===== src/rtl/seq_detect_n.sv =====
// ----------------------------------------------------------------------------
// seq_detect_n
// Serial N-bit pattern detector (Moore). The state is the length of the
// longest prefix of PATTERN that is a suffix of the consumed bit stream
// (KMP automaton). The transition table is built at elaboration from N,
// PATTERN and OVERLAP. A saturating counter counts completed matches.
//
// Parameters
//   N        pattern length in bits (2..8)
//   PATTERN  target sequence, MSB received first
//   OVERLAP  1 = overlapping detection, 0 = restart from empty after a match
//   CNT_W    match counter width
// Ports
//   clk        clock, rising edge
//   rst        synchronous active-high reset (highest priority)
//   en         sample enable; x is consumed only when en=1
//   x          serial input bit
//   clr_cnt    synchronous clear of match_cnt (acts even with en=0)
//   y          detect flag, high while state==N
//   state      matched-prefix length 0..N
//   match_cnt  detections since reset/clear, saturating
// ----------------------------------------------------------------------------
module seq_detect_n #(
   parameter int             N       = 4,
   parameter logic [N-1:0]   PATTERN = 4'b1011,
   parameter bit             OVERLAP = 1'b1,
   parameter int             CNT_W   = 8,
   localparam int            STATE_W = $clog2(N+1)
) (
   input  logic               clk,
   input  logic               rst,
   input  logic               en,
   input  logic               x,
   input  logic               clr_cnt,
   output logic               y,
   output logic [STATE_W-1:0] state,
   output logic [CNT_W-1:0]   match_cnt
);

   localparam logic [STATE_W-1:0] FULL    = STATE_W'(N);
   localparam logic [CNT_W-1:0]   CNT_MAX = {CNT_W{1'b1}};
   localparam logic [CNT_W-1:0]   CNT_ONE = {{(CNT_W-1){1'b0}}, 1'b1};
   localparam int                 TBL_D   = 2**STATE_W;

   // Length of the longest proper border of PATTERN (prefix == suffix, < N).
   function automatic int border_len();
      int b;
      bit ok;
      b = 0;
      for (int l = 1; l < N; l++) begin
         ok = 1'b1;
         for (int j = 0; j < N; j++) begin
            if (j < l) begin
               if (PATTERN[N-1-j] != PATTERN[l-1-j]) begin
                  ok = 1'b0;
               end else begin
                  ok = ok;
               end
            end else begin
               ok = ok;
            end
         end
         if (ok) begin
            b = l;
         end else begin
            b = b;
         end
      end
      return b;
   endfunction

   // Next state from state k_in on input bit xb. State N is first mapped to
   // the restart point (border for overlap, 0 otherwise); a mismatch falls
   // back to the longest prefix that is a suffix of (first k bits, xb).
   function automatic int next_of(input int k_in, input bit xb);
      int  k;
      int  best;
      int  si;
      bit  ok;
      bit  sb;
      if (k_in == N) begin
         k = OVERLAP ? border_len() : 0;
      end else begin
         k = k_in;
      end
      best = 0;
      if (xb == PATTERN[N-1-k]) begin
         best = k + 1;
      end else begin
         for (int l = 1; l <= N; l++) begin
            if (l <= k) begin
               ok = 1'b1;
               for (int j = 0; j < N; j++) begin
                  if (j < l) begin
                     si = k + 1 - l + j;
                     sb = (si < k) ? PATTERN[N-1-si] : xb;
                     if (sb != PATTERN[N-1-j]) begin
                        ok = 1'b0;
                     end else begin
                        ok = ok;
                     end
                  end else begin
                     ok = ok;
                  end
               end
               if (ok) begin
                  best = l;
               end else begin
                  best = best;
               end
            end else begin
               best = best;
            end
         end
      end
      return best;
   endfunction

   logic [STATE_W-1:0] nxt_tbl_s [TBL_D][2];
   logic [STATE_W-1:0] state_r;
   logic [STATE_W-1:0] state_nxt_s;
   logic               inc_s;
   logic [CNT_W-1:0]   cnt_r;

   // Elaboration-time transition table; encodings above N are unreachable.
   for (genvar k = 0; k < TBL_D; k++) begin : g_row
      for (genvar b = 0; b < 2; b++) begin : g_col
         if (k <= N) begin : g_live
            localparam logic [STATE_W-1:0] NXT_V = STATE_W'(next_of(k, (b == 1)));
            assign nxt_tbl_s[k][b] = NXT_V;
         end else begin : g_dead
            assign nxt_tbl_s[k][b] = '0;
         end
      end
   end

   // State register: reset first, advance only on enabled samples.
   always_ff @(posedge clk) begin
      if (rst) begin
         state_r <= '0;
      end else if (en) begin
         state_r <= state_nxt_s;
      end else begin
         state_r <= state_r;
      end
   end

   // Next-state lookup.
   always_comb begin
      state_nxt_s = nxt_tbl_s[state_r][x];
   end

   // Moore output decode from the state register only.
   always_comb begin
      y = (state_r == FULL);
   end

   // A match completes on an enabled edge whose next state is N.
   always_comb begin
      inc_s = en & (state_nxt_s == FULL);
   end

   // Match counter: clear wins over hold, but a coincident match counts as 1.
   always_ff @(posedge clk) begin
      if (rst) begin
         cnt_r <= '0;
      end else if (clr_cnt) begin
         cnt_r <= inc_s ? CNT_ONE : '0;
      end else if (inc_s && (cnt_r != CNT_MAX)) begin
         cnt_r <= cnt_r + CNT_ONE;
      end else begin
         cnt_r <= cnt_r;
      end
   end

   assign state     = state_r;
   assign match_cnt = cnt_r;

endmodule


===== config.mk =====
export PLATFORM = sky130hd
export DESIGN_NAME = seq_detect_n
export DESIGN_NICKNAME = d
export VERILOG_FILES = /design/src/rtl/seq_detect_n.sv
export SDC_FILE = /design/constraint.sdc
export NUM_CORES = 1
export LEC_CHECK = 0
export BUFFER_PORTS_ARGS = -buffer_cell sky130_fd_sc_hd__buf_4
export CORE_MARGIN = 4
export CORE_UTILIZATION = 35
export CTS_BUF_LIST = sky130_fd_sc_hd__clkbuf_4
export CTS_CLUSTER_DIAMETER = 120
export DETAILED_ROUTE_END_ITERATION = 8
export HOLD_SLACK_MARGIN = 0.06
export PLACE_DENSITY = 0.67
export SLEW_MARGIN = 10
export SYNTH_ARGS = -nofsm -noshare
export SYNTH_HDL_FRONTEND = slang
export SYNTH_SLANG_ARGS = --single-unit

===== constraint.sdc =====
create_clock -name clk -period 1.32 [get_ports clk]
set_input_delay 0.132 -clock clk [delete_from_list [all_inputs] [get_ports clk]]
set_output_delay 0.132 -clock clk [all_outputs]
set_load 0.05 [all_outputs]

==> results by group, run 1 <==
STA
  • Fin crit period: roughly 1.4 ns
  • Hold Violations, Final: 0
  • RSZ-0062 raised after global routing: true
  • Worst hold slack: ~0.097 ns
  • Slew HR: 75.00%
  • Max-slew violation count: 0
  • Fmax: around 730 MHz
  • Final setup fails: 1
  • Worst Max-Slew Pin Slew: between 0.3 and 0.4 ns
  • Setup TNS: -0.05462 ns
  • Worst Clk Skew: approximately 0.0016 ns
  • Smallest setup slack after layout: -0.05462 ns
  • Tcrit/Tclk final: 104.1%

Synthesis
  • Syn_area_per_cell: 8.791 um2
  • Seq/Total Area, Yosys: approximately a third
  • Synth Register Bits: 11
  • Post-synth top area cell: dfxtp_1
  • Yosys top cell area share: between 30% and 40%
  • Post-Syn Area: ~680 um2
  • Distinct cells, synth: 36
  • Post-Syn Instances: between 70 and 80
  • Ys Warns: 0
  • Net Count, Synth: between 80 and 90
  • Area contributors post-synth: dfxtp_1, nand2_1, a21oi_1, mux2i_1, nor3b_1

Route
  • Via density: between 5 and 6
  • Max Used Layer: met4
  • Met2 WL post-DR: approximately 980 um
  • Metal3 WL: 102 um
  • Antenna-violating nets left: 0
  • Post-route DRC: 0
  • Wl on met1: roughly 880 um
  • Initial DRC count: 24
  • Overall routed net length: 2039 um
  • Wirelength per Cell: between 15 and 20 um
  • Initial DRT Pass Iterations: 5
  • Via Count: 740

Worst setup path
  • Critical path peak fanout: 4
  • Worst Path Arrival: 1.57 ns
  • Reg-to-Reg End: match_cnt[7]
  • Worst reg2reg path depth: 5
  • CP endpoint kind: flip-flop
  • CP Launch Type: flip-flop
  • Critical path class: flip-flop to flip-flop
  • Data required time of the critical path: between 1.5 and 2 ns
  • R2R setup slack: -0.05 ns
  • Crit path launch: match_cnt[1]
  • Worst r2r src: match_cnt[1]

Layout
  • Most common cell after layout, fill and taps aside: buf_4
  • Layout cells sized above 1: approximately half
  • Antenna fix cells: 0
  • Multi-input gate area: 513.0 um2
  • Area Growth Syn to Fin: 53.97%
  • Storage cell area: 246.5 um2
  • Post-layout net count: approximately 110
  • Fill cells: 153
  • Most frequent cells in the layout: buf_4, nand2_1, a21oi_1, dfxtp_2

Run status
  • Status: finished, violations left
  • Failing checks: negative setup slack

Global routing
  • GR Overflow Total: 0
  • Total track usage: between 10% and 20%
  • Initial antenna violation count: 0
  • Vias in the first global route: roughly 670
  • Largest net degree at the start of global routing: 11
  • First-pass GRT wire length: between 3000 and 4000 um

Pwr
  • Comb pwr share: 10.5%
  • Leak: ~0.00037 uW
  • Int Pwr: 490.6 uW
  • Sw frac: about a quarter
  • Share of total power in the clock network: 38.1%
  • NetSw: between 150 and 200 uW
  • Maximum vdd drop: 0.0005365 V
  • Sequential power share: between 50% and 60%
  • Total power: roughly 650 uW
  • PD cells: approximately 630 nW/um2

Clock network
  • Clock buffer depth: 2
  • Root Driver: clkbuf_4
  • Clock sinks: 11
  • Worst skew pair latency: 0.27 ns
  • Clk slew on worst S/H paths: ~0.070 ns
  • CTS Hold Bufs: 0
  • CTS tree: built
  • CTS Buf Count: 3
  • H-tree lvl count: 1

Floorplanning
  • IO Count: 17
  • Die Y: just over 50 um
  • # rows: 15
  • Initial core utilization: between 30% and 40%
  • Die width: approximately 52 um
  • Core area: between 1500 and 2000 um2
  • Die Area: roughly 2700 um2

Worst hold path
  • Hold Crit Start: rst
  • Worst Hold Path EP: state[0]
  • Hold depth: 2
  • Hold Path Class: input pin to flip-flop

Place
  • Placer Congestion: ~0.75
  • Pre-CTS setup slack: -0.06637 ns
  • DP HPWL: 1365 um
  • IO Port Bufs: 16

Flow run
  • Maxcap violations: 0
[cell type report]
class / count / share of cell area, %
Clock buffer: 4 / 2.881
Inverter: 4 / 1.441
Multi-Input combinational cell: 60 / 49.22
Sequential cell: 11 / 23.65
Tap cell: 25 / 3.001
Timing Repair Buffer: 25 / 19.81
[synthesized netlist by cell type]
| master | count |
|---|---|
| or3_1 | 2 |
| nor2_1 | 1 |
| and3b_1 | 1 |
| nor4bb_1 | 1 |
| nor3b_1 | 4 |
| buf_2 | 1 |
| inv_1 | 4 |
| or4_1 | 1 |
| ha_1 | 1 |
| and4b_1 | 1 |
| and3_1 | 1 |
| mux2i_1 | 3 |
| dfxtp_1 | 11 |
| o2bb2ai_1 | 1 |
| nor3_1 | 1 |
| o21ai_1 | 1 |
| nand2b_1 | 1 |
| o21ai_0 | 1 |
| o41ai_1 | 3 |
| nand3_1 | 2 |
| nand4_1 | 2 |
| a21oi_1 | 6 |
| nand4b_1 | 3 |
| nand2_1 | 9 |
| a211oi_1 | 2 |
| or2_1 | 1 |
| nor2b_1 | 1 |
| clkbuf_1 | 1 |
| nand3b_4 | 1 |
| a2111oi_2 | 1 |
| a2111oi_0 | 2 |
| a41oi_1 | 1 |
| o21bai_1 | 1 |
| nor4_1 | 1 |
| and4_1 | 2 |
| and4bb_1 | 1 |
[worst max-delay path: stages, from the launching register on]
cell       delay (ns)
dfxtp_4          0.36
buf_6            0.09
nand4b_1         0.12
buf_6            0.17
a2111oi_4        0.34
mux2i_1          0.22
[logic make-up (layout without fill, tap and decap cells)]
group,count (synthesis),count (layout),share of synthesized area [%]
compound gates,19,19,20.52
fa+ha+maj,1,1,1.848
buf+inv,6,33,3.510
flops,11,11,32.53
mux,3,3,4.436
simple gates,37,37,37.16
[worst max-delay path by stage]
stage                        end  slack (ns)  cells after the start
detailed placement  match_cnt[1]       -0.07                      4
floorplan           match_cnt[1]       -0.04                      4
CTS                 match_cnt[7]       -0.02                      4
global route        match_cnt[7]       -0.15                      5
global placement    match_cnt[1]       -0.04                      4
finish              match_cnt[7]       -0.05                      5
[state kept, by name (all words and copies together), names as in the netlist]
| signal | flops |
|---|---|
| match_cnt | 8 |
| state | 3 |
[power by group through the flow]
stage          registers [uW]  logic, uW  clock network [uW]
2_1_floorplan             349       32.1                   0
3_5_place_dp              340       71.8                   0
6_report                  335       68.7                 249
5_1_grt                   336       73.5                 285
4_1_cts                   332       72.7                 258
3_3_place_gp              340       70.6                   0
[metal layers]
| layer | vias to the layer above | track usage (%) |
|---|---|---|
| met3 | 8 | 5.444 |
| met4 | 0 | 7.860 |
| met2 | 33 | 22.18 |
| met1 | 335 | 21.14 |
| li1 | 364 | - |
| met5 | - | 0 |
[repair_timing]
action / in CTS / in global routing
hold endpoints to repair: 0 / 0
pin swaps: 0 / 4
buffers inserted: 0 / 2
endpoints found under the setup margin: 5 / 6
resized for setup: 4 / 11
[metrics by stage]
step,cell area (um2),std cells,utilization (%)
final,1042,129,58.46
after global routing,1042,129,58.46
after CTS,982.2,128,55.09
after detailed placement,938.4,124,52.63
after global placement,938.4,124,52.63
after floorplan,742.0,77,-
Note: power is estimated with default switching activity, not from simulation.
==> run 2, diff against run 1 <==
--- a/config.mk
+++ b/config.mk
@@ -6,6 +6,7 @@
 export NUM_CORES = 1
 export LEC_CHECK = 0
 export BUFFER_PORTS_ARGS = -buffer_cell sky130_fd_sc_hd__buf_4
+export CORE_ASPECT_RATIO = 1.2
 export CORE_MARGIN = 4
 export CORE_UTILIZATION = 35
 export CTS_BUF_LIST = sky130_fd_sc_hd__clkbuf_4
==> run 2 against run 1 <==
The run still ends with negative setup slack left; cell count decreased by 3.9%; combinational power grew 15%; clock power fell by 3%; via count up 0.68%; final area up 0.48%; clock skew is 0.0047 ns higher; core utilization decreased by 1.2 points; fmax down 1.5%; first-iteration DRC count is 21% lower; clock-buffer cell count decreased by 1.
==> results by group, run 2 (same netlist as run 1, synthesis figures left out) <==
Run status
  • Status: finished, violations left
  • Failing checks: negative setup slack

Worst setup path
  • Worst reg2reg path depth: 4
  • Worst Path Arrival: around 1.6 ns
  • CP Launch Type: flip-flop
  • WP buf/inv: 0
  • CP endpoint kind: flip-flop
  • Worst r2r src: match_cnt[1]
  • Critical path peak fanout: 6
  • Slowest cell on crit path: a2111oi_2
  • R2R setup slack: -0.08 ns
  • Crit-path cells: ha_4 > and3_4 > a2111oi_2 > nor3b_2
  • Reg-to-Reg End: match_cnt[3]
  • Crit path launch: match_cnt[1]
  • Cell family with most CP delay: compound AO/OA/AOI/OAI gates
  • Data required time of the critical path: 1.48 ns
  • Max stage delay on crit path: about 0.44 ns
  • Crit path depth: 4
  • Critical path class: flip-flop to flip-flop

STA
  • Hold Violations, Final: 0
  • Fmax: ~700 MHz
  • Tcrit/Tclk final: 105.8%
  • Final setup fails: 1
  • Smallest setup slack after layout: -0.07594 ns
  • RSZ-0062 raised after global routing: true
  • Worst Clk Skew: 0.006284 ns
  • Max-slew violation count: 0
  • Worst Max-Slew Pin Slew: ~0.38 ns
  • Slew HR: between 70% and 80%
  • Fin crit period: about 1.4 ns

Global routing
  • GR Overflow Total: 0
  • Vias in the first global route: approximately 700
  • First-pass GRT wire length: around 3300 um
  • Largest net degree at the start of global routing: 11
  • Initial antenna violation count: 0
  • Total track usage: between 10% and 20%

Floorplanning
  • Die Area: approximately 2700 um2
  • Die Y: roughly 56 um
  • # rows: 17
  • Core area: ~1800 um2
  • Initial core utilization: 37.00%
  • IO Count: 17
  • Die width: 48.15 um

Route
  • Via Count: 745
  • Wirelength per Cell: ~16 um
  • Via density: ~6
  • Post-route DRC: 0
  • Initial DRT Pass Iterations: 4
  • Initial DRC count: 19
  • Antenna-violating nets left: 0
  • Overall routed net length: 2038 um

Place
  • Pre-CTS setup slack: -0.09011 ns
  • DP HPWL: 1322 um
  • Placed cell area: 908.4 um2
  • Post-placement cell count: 115
  • Placer Congestion: around 0.74
  • IO Port Bufs: 16

Pwr
  • Int Pwr: roughly 470 uW
  • Sw frac: 27.73%
  • Share of total power in the clock network: 37.1%
  • Sequential power share: about half
  • NetSw: about 180 uW
  • Comb pwr share: about 12%
  • Leak: approximately 0.00037 uW
  • PD cells: slightly above 600 nW/um2
  • Maximum vdd drop: about 0.00036 V

Layout
  • Final instance area: ~1000 um2
  • Area Growth Syn to Fin: 54.71%
  • Post-layout net count: around 110
  • Number of flip-flops in the largest register: 8
  • Antenna fix cells: 0
  • Fill cells: between 150 and 200
  • Most frequent cells in the layout: buf_4, nand2_1, a21oi_1, dfxtp_4, dfxtp_2
  • Layout cells sized above 1: between 50% and 60%
  • Most common cell after layout, fill and taps aside: buf_4
  • Non-Filler Instances: about 120

Clock network
  • Root Driver: clkbuf_4
  • Clock buffer depth: 2
  • CTS Hold Bufs: 0
  • Worst skew pair latency: between 0.2 and 0.3 ns
  • H-tree lvl count: 1
  • Clock sinks: 11
  • Clk slew on worst S/H paths: approximately 0.080 ns
  • CTS Buf Count: 3
  • CTS tree: built

Worst hold path
  • Hold depth: 2
  • Hold Path Class: input pin to flip-flop
  • Hold Crit Start: rst
  • Worst Hold Path EP: state[2]

Flow run
  • Maxcap violations: 0
-- run 2: routing by layer --
metal	wire length (um)	global-route usage (%)
met4	46	8.462
met2	1005	24.81
met3	103	3.236
met1	882	21.21
met5	0	0
-- run 2: worst max path at each step --
stage	endpoint	slack (ns)
6_report	match_cnt[3]	-0.08
3_3_place_gp	match_cnt[3]	-0.03
3_5_place_dp	match_cnt[3]	-0.09
2_1_floorplan	match_cnt[1]	-0.04
5_1_grt	match_cnt[3]	-0.13
4_1_cts	match_cnt[1]	-0.07
-- run 2: metrics by stage --
stage	total power, uW	utilization (%)	hold WS (ns)	setup TNS (ns)
2_1_floorplan	381.2	-	0.2859	-0.1129
3_3_place_gp	410.8	49.66	0.3746	-0.04864
3_5_place_dp	410.6	49.66	0.3718	-0.1390
4_1_cts	647.1	52.74	0.07763	-0.1328
5_1_grt	682.1	57.25	0.07607	-0.3321
6_report	650.4	57.25	0.08137	-0.07594
-- run 2: cell type report --
type | count | area, um2 | share of cell area [%]
Clock buffer | 3 | 22.52 | 2.151
Clock inverter | 1 | 5.005 | 0.4779
Inverter | 4 | 15.01 | 1.434
Multi-Input combinational cell | 60 | 525.5 | 50.18
Sequential cell | 11 | 249.0 | 23.78
Tap cell | 19 | 23.77 | 2.270
Timing Repair Buffer | 26 | 206.4 | 19.71
-- run 2: what timing repair did --
action,CTS,global route
setup buffers,2,3
endpoints found under the setup margin,6,8
pin swaps,1,4
resized for setup,3,14
-- run 2: power by group through the flow --
stage	Combinational, uW	Clock [uW]	Sequential [uW]
6_report	79.0	241	330
3_5_place_dp	70.4	0	340
3_3_place_gp	70.4	0	340
2_1_floorplan	32.1	0	349
5_1_grt	85.2	266	331
4_1_cts	70.9	244	332
